$ cat config.mk
export PLATFORM = sky130hd
export DESIGN_NAME = fetch_stage
export DESIGN_NICKNAME = d
export VERILOG_FILES = /design/src/rtl/pipe_pkg.sv /design/src/rtl/fetch_perf_cnt.sv /design/src/rtl/fetch_stage.sv
export SDC_FILE = /design/constraint.sdc
export NUM_CORES = 1
export LEC_CHECK = 0
export ABC_AREA = 1
export CAP_MARGIN = 20
export CORE_MARGIN = 5
export CORE_UTILIZATION = 49
export CTS_BUF_LIST = sky130_fd_sc_hd__clkbuf_2
export CTS_CLUSTER_DIAMETER = 30
export DETAILED_ROUTE_END_ITERATION = 12
export MAX_ROUTING_LAYER = met4
export PLACE_DENSITY_LB_ADDON = 0.1
export SETUP_SLACK_MARGIN = 0.4
export SLEW_MARGIN = 20
export SYNTH_ARGS = -nofsm -noshare
export SYNTH_HDL_FRONTEND = slang
export SYNTH_SLANG_ARGS = --single-unit
$ cat constraint.sdc
create_clock -name clk -period 2.7 [get_ports clk]
set_input_delay 0.54 -clock clk [delete_from_list [all_inputs] [get_ports clk]]
set_output_delay 0.54 -clock clk [all_outputs]
set_load 0.1 [all_outputs]
$ cat src/rtl/pipe_pkg.sv
// Shared pipeline types and constants for the front end of the RISC-V core.
package pipe_pkg;

   typedef enum logic [0:0] {
      F_RUN    = 1'b0,
      F_HALTED = 1'b1
   } fetch_state_e;

   localparam int          IF_ID_PC_W = 32;
   localparam logic [31:0] NOP_INSTR  = 32'h0000_0013;
   localparam int          PC_INCR    = 4;

   typedef struct packed {
      logic [31:0]           instr;
      logic [IF_ID_PC_W-1:0] pc;
      logic                  valid;
   } if_id_t;

endpackage

$ cat src/rtl/fetch_perf_cnt.sv
// Fetch and stall event counters; present only when FETCH_PERF_CNT_EN is defined.
module fetch_perf_cnt (
   input  logic        clk,
   input  logic        reset,
   input  logic        i_fetch_inc,
   input  logic        i_stall_inc,
   output logic [31:0] o_fetch_cnt,
   output logic [31:0] o_stall_cnt
);

   logic [31:0] r_fetch_cnt;
   logic [31:0] r_stall_cnt;

   always_ff @(posedge clk) begin
      if (reset) begin
         r_fetch_cnt <= 32'd0;
         r_stall_cnt <= 32'd0;
      end else begin
         if (i_fetch_inc) begin
            r_fetch_cnt <= r_fetch_cnt + 32'd1;
         end
         if (i_stall_inc) begin
            r_stall_cnt <= r_stall_cnt + 32'd1;
         end
      end
   end

   assign o_fetch_cnt = r_fetch_cnt;
   assign o_stall_cnt = r_stall_cnt;

endmodule

$ cat src/rtl/fetch_stage.sv
// Instruction fetch stage with PC register, IF/ID pipeline register and halt FSM.
// Optional performance counters are enabled with FETCH_PERF_CNT_EN.
module fetch_stage #(
   parameter int                 PC_W      = 32,
   parameter logic [PC_W-1:0]    RESET_PC  = {PC_W{1'b0}},
   parameter logic [31:0]        NOP_INSTR = 32'h0000_0013
) (
   input  logic            clk,
   input  logic            reset,
   output logic [PC_W-1:0] imem_addr,
   input  logic [31:0]     imem_rdata,
   input  logic            stall_i,
   input  logic            flush_i,
   input  logic [PC_W-1:0] target_i,
   input  logic            halt_i,
   output logic [31:0]     if_id_instr,
   output logic [PC_W-1:0] if_id_pc,
   output logic            if_id_valid,
`ifdef FETCH_PERF_CNT_EN
   output logic [31:0]     perf_fetch_cnt,
   output logic [31:0]     perf_stall_cnt,
`endif
   output logic            halted_o
);

   import pipe_pkg::*;

   fetch_state_e    r_state;
   logic [PC_W-1:0] r_pc;
   if_id_t          r_if_id;
   logic            r_halted;
   logic [PC_W-1:0] w_target_aligned;

   assign w_target_aligned = {target_i[PC_W-1:2], 2'b00};

   // Priority in F_RUN: flush > halt > stall > advance; F_HALTED leaves only via reset.
   always_ff @(posedge clk) begin
      if (reset) begin
         r_state  <= F_RUN;
         r_pc     <= RESET_PC;
         r_if_id  <= '{instr: NOP_INSTR, pc: {IF_ID_PC_W{1'b0}}, valid: 1'b0};
         r_halted <= 1'b0;
      end else begin
         case (r_state)
            F_RUN: begin
               if (flush_i) begin
                  r_pc          <= w_target_aligned;
                  r_if_id.instr <= NOP_INSTR;
                  r_if_id.valid <= 1'b0;
               end else if (halt_i) begin
                  r_if_id.instr <= NOP_INSTR;
                  r_if_id.valid <= 1'b0;
                  r_state       <= F_HALTED;
                  r_halted      <= 1'b1;
               end else if (stall_i) begin
                  r_pc    <= r_pc;
                  r_if_id <= r_if_id;
               end else begin
                  r_if_id.instr <= imem_rdata;
                  r_if_id.pc    <= IF_ID_PC_W'(r_pc);
                  r_if_id.valid <= 1'b1;
                  r_pc          <= r_pc + PC_W'(PC_INCR);
               end
            end
            F_HALTED: begin
               r_halted <= 1'b1;
            end
            default: begin
               r_state       <= F_HALTED;
               r_halted      <= 1'b1;
               r_if_id.instr <= NOP_INSTR;
               r_if_id.valid <= 1'b0;
            end
         endcase
      end
   end

   assign imem_addr   = r_pc;
   assign if_id_instr = r_if_id.instr;
   assign if_id_pc    = r_if_id.pc[PC_W-1:0];
   assign if_id_valid = r_if_id.valid;
   assign halted_o    = r_halted;

`ifdef FETCH_PERF_CNT_EN
   logic w_fetch_inc;
   logic w_stall_inc;

   always_comb begin
      w_fetch_inc = 1'b0;
      w_stall_inc = 1'b0;
      if (r_state == F_RUN) begin
         w_fetch_inc = ~flush_i & ~halt_i & ~stall_i;
         w_stall_inc = ~flush_i & ~halt_i & stall_i;
      end else begin
         w_fetch_inc = 1'b0;
         w_stall_inc = 1'b0;
      end
   end

   fetch_perf_cnt u_perf (
      .clk         (clk),
      .reset       (reset),
      .i_fetch_inc (w_fetch_inc),
      .i_stall_inc (w_stall_inc),
      .o_fetch_cnt (perf_fetch_cnt),
      .o_stall_cnt (perf_stall_cnt)
   );
`endif

endmodule

==> results.py <==
metrics = {
    "clocking": {
        "ctsResizeCount": 0,
        "cts-root-buf": "clkbuf_2",
        "clock-sinks": 95,
        "htreeDepth": 3,
        "clkLatencyLatePin_ns": 0.56,
        "cts_hold_buf": 0,
        "cts_made_buffers": 9,
        "clkSlewWorstSetupHoldPaths_ns": 0.28,
        "tritoncts": "yes",
        "post-cts-setup-buffers": 0,
        "clockBufferDepth": 2,
    },
    "global_route": {
        "grt_max_degree": 66,
        "grt_usage": 0.2461,
        "grt_pass1_vias": 4416,
        "overflow": 0,
        "grt_pass1_wl_mm": 21.87,
        "antenna_found_initial": 0,
    },
    "setup_path": {
        "crit_slowest_cell": "dfxtp_1",
        "r2r_cells": 10,
        "reg2reg_slack_ns": 0.98,
        "worstPathArrival_ns": 1.40,
        "endpoint_kind": "output pin",
        "reg2reg_to": "imem_addr[24]",
        "path_buf_inv": 1,
        "worstSetupStartpointType": "register",
        "cp_max_fo": 6,
        "crit_required_ns": 2.16,
        "reg2reg_from": "imem_addr[3]",
        "slowest_delay_ns": 0.51,
        "crit_family": "flip-flops",
        "crit_chain": "buf_4",
        "critPathKind": "reg -> out",
    },
    "floorplan": {
        "core_sq_mm": 0.008806,
        "dieWidth_um": 105.5,
        "dieArea_sq_mm": 0.01113,
        "ios": 167,
        "rows": 34,
        "start_util": 0.5077,
        "fp.dieH_um": 105.5,
    },
    "final_layout": {
        "stdcell_count": 931,
        "insertedDiodeCount": 0,
        "areaGrowthSynthToFinish_pct": 33.53,
        "seq_area_sq_mm": 0.001902,
        "fin_util": 0.6779,
        "final_nets": 889,
        "final_layout_size_suffix_gt1_frac": 0.1738,
        "final.fill_count": 770,
        "multiInputGateArea_sq_mm": 0.002236,
        "fin_area_sq_mm": 0.005969,
    },
    "power_and_ir_drop": {
        "max-vdd-ir-drop_mv": 0.3217,
        "total_power_mw": 3.239,
        "p_leak_nw": 2.361,
        "p_per_area_mw_per_mm2": 542.5,
    },
    "synthesis": {
        "yosysWarnings": 0,
        "synth_common_cells": "nand2_1 (219), dfxtp_1 (95), a21oi_1 (84)",
        "synthFlopType": "dfxtp_1",
        "syn_area_sq_mm": 0.004471,
        "syn_avg_cell_area_sq_um": 6.633,
        "netlist.area_leader.share": 0.4254,
        "synth_cell_types": 25,
        "async_flop_share": 0,
        "ys_ff_latch": 95,
        "yosys-top-cells-area": "dfxtp_1 (43%), nand2_1 (18%), a21oi_1 (9.4%), nor2_1 (6.8%), o21ai_0 (6.3%)",
        "yosys.area.top_type": "dfxtp_1",
        "synth_cells": 674,
        "yosysMostFrequentCell": "nand2_1",
        "ys_seq_area_frac": 0.4254,
        "synth-edff-count": 0,
    },
    "status": {
        "status": "finished, final reports clean",
    },
    "detailed_routing": {
        "vias_per_cell": 5.118,
        "firstDrtPassIters": 5,
        "wl_mm": 13.47,
        "drc": 0,
        "drt_iter0_markers": 314,
        "num_vias": 4765,
        "detail-route-antenna-nets": 0,
        "wire_per_inst_um": 14.46,
    },
    "sta": {
        "setup_viol": 0,
        "whs_ns": 0.4580,
        "fin_crit_ns": 1.936,
        "drv_slew": 0,
        "finClkSkew_ns": 0.04022,
        "rsz0062_at_grt": "false",
        "tightest_slew_ns": 0.6644,
        "max_freq_mhz": 516.6,
        "final_hold_viol_count": 0,
        "tns_ns": 0,
        "min_period_over_period": 0.7170,
        "worst_slack_ns": 0.7642,
        "maxSlewHeadroom": 0.5566,
    },
    "hold_path": {
        "min_to": "if_id_instr[26]",
        "worstHoldPathCells": 2,
        "holdCritPathClass": "in -> reg",
        "hp-start": "reset",
    },
    "placed_design": {
        "place_area_sq_mm": 0.005857,
        "port_buffers": 160,
        "dp_worst_setup_slack_ns": 0.2088,
        "dp.cells": 916,
        "finalWeightedCongestion": 0.9042,
        "dp_hpwl_mm": 9.820,
    },
    "flow_run": {
        "cap_violations": 0,
    },
}
how the worst max path moves through the flow:
stage / from / to / slack, ns / cells past startpoint
after global routing: imem_addr[10] / imem_addr[10] / 0.65 / 1
after detailed placement: flush_i / if_id_pc[31] / 0.21 / 8
after CTS: imem_addr[10] / imem_addr[10] / 0.74 / 1
after global placement: flush_i / if_id_pc[22] / 0.29 / 8
after floorplan: imem_addr[3] / imem_addr[26] / 0.41 / 10
final: imem_addr[10] / imem_addr[10] / 0.76 / 1
power breakdown:
group,total (mW),internal [mW],switching (mW)
clock,0.719,0.216,0.503
combinational,0.977,0.250,0.727
sequential,1.54,1.47,0.0684
logic make-up after synthesis:
logic type | after synthesis | synth area share
AO/OA/AOI/OAI | 147 | 0.1693
flip-flops | 95 | 0.4254
buffers and inverters | 75 | 0.07696
adder cells (fa/ha/maj) | 1 | 0.002798
AND/OR/NAND/NOR | 355 | 0.3247
other | 1 | 0.0008388
state kept, by name, summed over array words and instances, names as in the netlist:
name	flops
halted_o	1
imem_addr	30
if_id_pc	30
if_id_instr	32
r_state	1
if_id_valid	1
cells in the final DEF, fill, tap and decap left out, types with 5 or more instances in the layout:
cell type        synthesis  layout
a21oi_1                 84      84
buf_4                    9     103
clkbuf_2                 0       9
clkdlybuf4s50_1          0      65
dfxtp_1                 95      95
inv_1                   32      32
nand2_1                219     219
nand2_2                  5       5
nand3_1                 31      31
nor2_1                  81      81
nor2_2                   9       9
o21ai_0                 56      56
layout make-up:
class / count / area share
well taps: 108 / 0.02264
inverters: 36 / 0.02264
repair buffers: 170 / 0.2427
clock buffers: 9 / 0.007546
clock inverters: 6 / 0.01132
flip-flops and latches: 95 / 0.3186
multi-input cells: 507 / 0.3746
worst register-to-register path, delay by kind of cell, from the launching register on:
| kind | cells | cell delay [ns] |
|---|---|---|
| AOI/OAI and AO/OA | 1 | 0.05 |
| buffers and inverters | 1 | 0.06 |
| DFF | 1 | 0.49 |
| adders and majority gates | 1 | 0.25 |
| and+or+nand+nor | 7 | 0.78 |
metal layers:
layer  wire [um]  share of wire  global-route usage
met1        5827           0.43              0.3087
met2        6213           0.46              0.3843
met3        1029          0.076             0.05440
met4         394          0.029              0.1027
met5           0              0                   -
Note: power is estimated with default switching activity, not from simulation.
